File: config.mk
export PLATFORM = sky130hd
export DESIGN_NAME = mtos_connection
export DESIGN_NICKNAME = d
export VERILOG_FILES = /design/src/rtl/mtos_connection_pkg.sv /design/src/rtl/mtos_connection_route_decode.sv /design/src/rtl/mtos_connection.sv
export SDC_FILE = /design/constraint.sdc
export NUM_CORES = 1
export LEC_CHECK = 0
export ABC_AREA = 1
export CAP_MARGIN = 20
export CORE_ASPECT_RATIO = 1.25
export CORE_UTILIZATION = 47
export CTS_CLUSTER_DIAMETER = 50
export DETAILED_ROUTE_END_ITERATION = 10
export PLACE_DENSITY_LB_ADDON = 0.15
export SLEW_MARGIN = 10
export SYNTH_ARGS = -nofsm -noshare
export SYNTH_HDL_FRONTEND = slang
export SYNTH_SLANG_ARGS = --single-unit
File: constraint.sdc
create_clock -name clk -period 2.8 [get_ports clk]
set_input_delay 0.56 -clock clk [delete_from_list [all_inputs] [get_ports clk]]
set_output_delay 0.56 -clock clk [all_outputs]
set_load 0.05 [all_outputs]
File: src/rtl/mtos_connection_pkg.sv
// mtos_connection_pkg: route codes, peripheral indices and dispatcher FSM states shared by the master-to-serial path
package mtos_connection_pkg;
  localparam logic [4:0] CTRL_UART       = 5'b00000;
  localparam logic [4:0] CTRL_I2C        = 5'b00001;
  localparam logic [4:0] CTRL_SPI        = 5'b00010;
  localparam logic [4:0] CTRL_CAN        = 5'b00011;
  localparam logic [4:0] CTRL_BT         = 5'b00110;
  localparam logic [4:0] CTRL_IR         = 5'b00111;
  localparam logic [4:0] CTRL_I2C_SLAVE  = 5'b01001;
  localparam logic [4:0] CTRL_SPI_SLAVE  = 5'b01010;
  localparam logic [4:0] CTRL_BRIDGE     = 5'b01111;
  localparam logic [2:0] PI_UART      = 3'd0;
  localparam logic [2:0] PI_I2C       = 3'd1;
  localparam logic [2:0] PI_SPI       = 3'd2;
  localparam logic [2:0] PI_CAN       = 3'd3;
  localparam logic [2:0] PI_BT        = 3'd4;
  localparam logic [2:0] PI_IR        = 3'd5;
  localparam logic [2:0] PI_I2C_SLAVE = 3'd6;
  localparam logic [2:0] PI_SPI_SLAVE = 3'd7;
  typedef enum logic [2:0] {S_IDLE, S_READ, S_WAIT, S_WRITE, S_START} state_t;
endpackage

File: src/rtl/mtos_connection_route_decode.sv
// mtos_route_decode: maps ctrl_signal to {valid, source, peripheral index}; bit4 picks the source only
module mtos_route_decode
  import mtos_connection_pkg::*;
(
  input  logic [4:0] ctrl_signal,
  output logic       valid,
  output logic       src,
  output logic [2:0] idx
);
  logic [3:0] code;
  always_comb begin
    code  = ctrl_signal[3:0];
    src   = ctrl_signal[4];
    idx   = code == CTRL_I2C[3:0]       ? PI_I2C :
            code == CTRL_SPI[3:0]       ? PI_SPI :
            code == CTRL_CAN[3:0]       ? PI_CAN :
            code == CTRL_BT[3:0]        ? PI_BT :
            code == CTRL_IR[3:0]        ? PI_IR :
            code == CTRL_I2C_SLAVE[3:0] ? PI_I2C_SLAVE :
            code == CTRL_SPI_SLAVE[3:0] ? PI_SPI_SLAVE : PI_UART;
    valid = idx != PI_UART || code == CTRL_UART[3:0];
  end
endmodule

File: src/rtl/mtos_connection.sv
// mtos_connection: drains a completed USB/Ethernet RX packet byte by byte into the selected peripheral TX FIFO, then starts it
module mtos_connection
  import mtos_connection_pkg::*;
#(
  parameter int TIMEOUT_CYCLES = 65535,
  parameter int CNT_W          = 16
) (
  input  logic             clk,
  input  logic             rst,
  input  logic [4:0]       ctrl_signal,
  input  logic             usb_rx_cpl,
  input  logic [CNT_W-1:0] usb_rx_datalength,
  input  logic [7:0]       usb_rdfifo_data,
  input  logic             usb_rdfifo_empty,
  output logic             usb_rdfifo_rd,
  input  logic             eth_rx_cpl,
  input  logic [CNT_W-1:0] eth_rx_datalength,
  input  logic [7:0]       eth_rdfifo_data,
  input  logic             eth_rdfifo_empty,
  output logic             eth_rdfifo_rd,
  output logic [7:0]       periph_wrfifo_data,
  output logic [7:0]       periph_wrfifo_pulse,
  output logic [7:0]       periph_tx_en,
  output logic [CNT_W-1:0] periph_tx_datalength,
  input  logic [7:0]       periph_tx_busy,
  output logic             busy,
  output logic             err_pulse
);
  localparam logic [CNT_W-1:0] STALL_LAST = CNT_W'(TIMEOUT_CYCLES - 1);
  state_t state, state_n;
  logic r_valid, r_src, src_q, src_n, rd_n, err_n;
  logic [2:0] r_idx, idx_q, idx_n;
  logic [7:0] data_n, wr_n, en_n;
  logic [CNT_W-1:0] cnt, cnt_n, cnt_inc, stall, stall_n, len_n;
  mtos_route_decode u_decode (.ctrl_signal(ctrl_signal), .valid(r_valid), .src(r_src), .idx(r_idx));
  wire sel_cpl = ctrl_signal[4] ? eth_rx_cpl : usb_rx_cpl;
  wire [CNT_W-1:0] sel_len = ctrl_signal[4] ? eth_rx_datalength : usb_rx_datalength;
  wire cur_cpl = src_q ? eth_rx_cpl : usb_rx_cpl;
  wire fifo_empty = src_q ? eth_rdfifo_empty : usb_rdfifo_empty;
  wire [7:0] fifo_data = src_q ? eth_rdfifo_data : usb_rdfifo_data;
  assign cnt_inc = cnt + 1'b1;
  assign busy = state != S_IDLE;
  always_comb begin
    state_n = state;
    src_n   = src_q;
    idx_n   = idx_q;
    len_n   = periph_tx_datalength;
    cnt_n   = cnt;
    stall_n = stall;
    rd_n    = 1'b0;
    data_n  = '0;
    wr_n    = '0;
    en_n    = '0;
    err_n   = busy && cur_cpl;
    case (state)
      S_IDLE: if (sel_cpl && r_valid) begin
        if (sel_len != '0 && !periph_tx_busy[r_idx]) begin
          state_n = S_READ;
          src_n   = r_src;
          idx_n   = r_idx;
          len_n   = sel_len;
          cnt_n   = '0;
          stall_n = '0;
        end else err_n = 1'b1;
      end
      S_READ: if (!fifo_empty) begin
        rd_n    = 1'b1;
        stall_n = '0;
        state_n = S_WAIT;
      end else if (stall == STALL_LAST) begin
        err_n   = 1'b1;
        stall_n = '0;
        state_n = S_IDLE;
      end else stall_n = stall + 1'b1;
      S_WAIT: state_n = S_WRITE;
      S_WRITE: begin
        data_n  = fifo_data;
        wr_n    = 8'd1 << idx_q;
        cnt_n   = cnt_inc;
        state_n = cnt_inc == periph_tx_datalength ? S_START : S_READ;
      end
      S_START: begin
        en_n    = 8'd1 << idx_q;
        state_n = S_IDLE;
      end
      default: state_n = S_IDLE;
    endcase
  end
  always_ff @(posedge clk) begin
    if (rst) begin
      state                <= S_IDLE;
      src_q                <= 1'b0;
      idx_q                <= '0;
      cnt                  <= '0;
      stall                <= '0;
      periph_tx_datalength <= '0;
      usb_rdfifo_rd        <= 1'b0;
      eth_rdfifo_rd        <= 1'b0;
      periph_wrfifo_data   <= '0;
      periph_wrfifo_pulse  <= '0;
      periph_tx_en         <= '0;
      err_pulse            <= 1'b0;
    end else begin
      state                <= state_n;
      src_q                <= src_n;
      idx_q                <= idx_n;
      cnt                  <= cnt_n;
      stall                <= stall_n;
      periph_tx_datalength <= len_n;
      usb_rdfifo_rd        <= rd_n && !src_n;
      eth_rdfifo_rd        <= rd_n && src_n;
      periph_wrfifo_data   <= data_n;
      periph_wrfifo_pulse  <= wr_n;
      periph_tx_en         <= en_n;
      err_pulse            <= err_n;
    end
  end
endmodule

==> summary.md <==
| Metric | Value |
|---|---|
| Status | `finished clean` |
| CTS buffer count | `9` |
| Worst-path clk slew | `0.06 ns` |
| Drt wl/cell | `13.69 um` |
| Root Driver | `clkbuf_16` |
| Vias | `4,813` |
| Synth Cell Area | `0.004608 sq mm` |
| Initial core utilization | `0.4821` |
| Io pins | `111` |
| VDD IR max | `0.3151 mV` |
| Worst path most repeated cell | `nor2_1` |
| Pwr Density | `496.8 mW/mm^2` |
| GP Congestion | `0.9092` |
| I/O Buffers | `110` |
| Ant diodes | `0` |
| Post-CTS Setup Bufs | `0` |
| FF-to-FF End | `state[2]` |
| Grt ovf | `0` |
| Synth async-reset ratio | `0` |
| Fillers | `874` |
| Largest net degree at the start of global routing | `50` |
| Worst hold start | `stall[1]` |
| Yosys warnings | `0` |
| GRT Util Overall | `0.2536` |
| Slew Limit Fails | `0` |
| Min-Delay Path Class | `flip-flop to flip-flop` |
| Fin crit share | `0.8733` |
| FF-to-FF path depth | `13` |
| Die width | `90.57 um` |
| Design Power | `3.023 mW` |
| RR Startpoint | `cnt[1]` |
| Final Worst Setup Slack | `0.3548 ns` |
| DR top layer | `met4` |
| First-pass GRT wire length | `21,000 um` |
| CP endpoint kind | `flip-flop` |
| Clock Sinks | `82` |
| Endpoints failing setup | `0` |
| Fmax | `409.0 MHz` |
| CP peak stage delay | `0.47 ns` |
| P_leak | `2.360 nW` |
| Syn avg cell area | `6.767 sq um` |
| Setup_tns | `0 ns` |
| # resized after CTS | `0` |
| DR iter-0 viols | `191` |
| Most used DFF post-synth | `dfxtp_1` |
| Met1 wire length | `5038 um` |
| Dpl hpwl | `9487 um` |
| Residual DRC | `0` |
| WHS Endpoint | `stall[1]` |
| Nets@finish | `860` |
| Maximum clock insertion buffer count | `2` |
| Crit-path cells | `clkdlybuf4s50_1 > buf_4 > or2_1 > o21ai_0 > nand4_1 > nor2_2 > nand2_2 > nand4_4 > buf_12 > nor2_1 > a21oi_1 > nor2_1` |
| Initial antenna violation count | `0` |
| Hold depth | `2` |
| Post-synthesis register bit count | `82` |
| Pre-CTS setup slack | `0.03809 ns` |
| Core footprint | `0.009559 sq mm` |
| Synth cell types | `42` |
| Die H | `112.7 um` |
| CTS Hold Bufs | `0` |
| CTS tree | `built` |
| CP max stage cell | `clkdlybuf4s50_1` |
| H-tree depth | `3` |
| Slew @ Worst Pin | `0.6328 ns` |
| DR WL met3 | `541 um` |
| Max-Cap Viols | `0` |
| Reg2reg setup slack | `0.51 ns` |
| Max-slew headroom | `0.5782` |
| Worst Path Required | `3.00 ns` |
| Syn Nets | `751` |
| CP startpoint | `ctrl_signal[4]` |
| Drt pass-1 iters | `6` |
| Via density | `5.226` |
| RSZ-0062 raised after global routing | `no` |
| Crit Path Category | `primary input to flip-flop` |
| Full die area | `0.01021 sq mm` |
| Register area share after synthesis | `0.3562` |
| Vias in the first global route | `4,566` |
| Layout Skew | `0.004354 ns` |
| Met2 WL post-DR | `6732 um` |
| Synth Instances | `681` |
| Share of layout cells above drive strength 1 | `0.09182` |
| Max FO, Critical Path | `38` |
| Final min period | `2.445 ns` |
| Routed Antenna Nets | `0` |
| CP arrival | `2.64 ns` |
| Placement Rows | `40` |
| Final Hold Violating Endpoints | `0` |
| Area Growth Syn to Fin | `32.04%` |
| EDFF count, synth | `0` |
| CP startpoint kind | `primary input` |
| Later-pin clock latency in the skew report | `0.34 ns` |
| Final wirelength | `12,610 um` |
worst max-delay path by stage:
stage | slack, ns | cells past startpoint | end
after floorplan | 0.80 | 12 | periph_tx_datalength[4]
after global placement | 0.09 | 12 | stall[1]
after detailed placement | 0.04 | 12 | stall[3]
after CTS | 0.37 | 12 | periph_tx_datalength[8]
after global routing | 0.1 | 12 | stall[2]
final | 0.35 | 12 | periph_tx_datalength[8]
registers in the layout, summed over array words and instances, names as in the netlist:
name	cells
eth_rdfifo_rd	1
idx_q	3
periph_wrfifo_pulse	8
periph_wrfifo_data	8
stall	16
periph_tx_datalength	16
periph_tx_en	8
usb_rdfifo_rd	1
src_q	1
err_pulse	1
cnt	16
state	3
cells in the final DEF (no fill, tap or decap), drive strengths merged, types with 3 or more instances in the layout:
| cell | Yosys | final |
|---|---|---|
| dfxtp | 82 | 82 |
| o21ai | 25 | 25 |
| or2 | 14 | 14 |
| nor2 | 112 | 112 |
| nand2 | 159 | 159 |
| a21oi | 62 | 62 |
| inv | 60 | 63 |
| clkdlybuf4s50 | 0 | 109 |
| ha | 3 | 3 |
| buf | 10 | 12 |
| xor2 | 12 | 12 |
| nand4 | 20 | 20 |
| nand3 | 82 | 82 |
| nor3 | 3 | 3 |
| clkbuf | 13 | 10 |
| clkinv | 2 | 5 |
| xnor2 | 5 | 5 |
| nand3b | 7 | 7 |
stage by stage:
stage          area (sq um)  utilization  cells  hold slack [ns]
3_5_place_dp           5797       0.6064    905           0.4991
5_1_grt                6085       0.6365    921           0.5305
4_1_cts                6085       0.6365    921           0.5084
3_3_place_gp           5797       0.6064    905           0.4778
2_1_floorplan          4608            -    681           0.4660
6_report               6085       0.6365    921           0.5052
layout make-up:
cell class / instances / area [sq um] / share of cell area
Multi-Input combinational cell: 514 / 2571 / 0.4226
Sequential cell: 82 / 1642 / 0.2698
Timing Repair Buffer: 121 / 1191 / 0.1958
Clock buffer: 10 / 239.0 / 0.03928
Inverter: 62 / 235.2 / 0.03866
Tap cell: 126 / 157.7 / 0.02591
Clock inverter: 6 / 48.80 / 0.008020
metal layers:
layer / global-route usage / vias up
met2: 0.4803 / 138
met5: 0 / -
met1: 0.2810 / 2218
li1: - / 2438
met4: 0.09462 / 0
met3: 0.04234 / 19
cell usage after synthesis (2+ instances only):
cell        n  area (sq um)
nand2_1   144         540.5
nor2_1    109         409.1
dfxtp_1    82          1642
nand3_1    81         405.4
inv_1      56         210.2
a21oi_1    52         260.3
nand4_1    18         112.6
clkbuf_1   13         48.80
nand2_2    13         81.33
xor2_1     12         105.1
o21ai_0    11         55.05
a21oi_2    10         87.58
o21ai_1     9         45.04
or2_1       9         56.30
buf_6       7         78.83
nand3b_1    7         52.55
o21ai_2     5         43.79
xnor2_1     5         43.79
or2_2       4         25.02
ha_1        3         37.54
inv_2       3         11.26
nor2_2      3         18.77
nor3_1      3         15.01
clkinv_1    2         7.510
mux2i_1     2         20.02
nand2_4     2         22.52
power by group:
part	total (mW)	switching, mW	internal, mW
Sequential	1.24	0.0410	1.20
Clock	1.13	0.497	0.636
Combinational	0.646	0.398	0.248
worst max-delay path, delay by kind of cell:
| family | cells | cell delay [ns] |
|---|---|---|
| and+or+nand+nor | 7 | 0.91 |
| buffers and inverters | 3 | 0.88 |
| AOI/OAI and AO/OA | 2 | 0.29 |
cells by family after synthesis:
logic type	count (synthesis)	synth area share
flops	82	0.3562
compound gates	92	0.1154
buf+inv	85	0.08580
simple gates	399	0.3926
xor+xnor	18	0.03747
mux	2	0.004344
fa+ha+maj	3	0.008146
No activity file was read; power rests on OpenSTA's default activity.
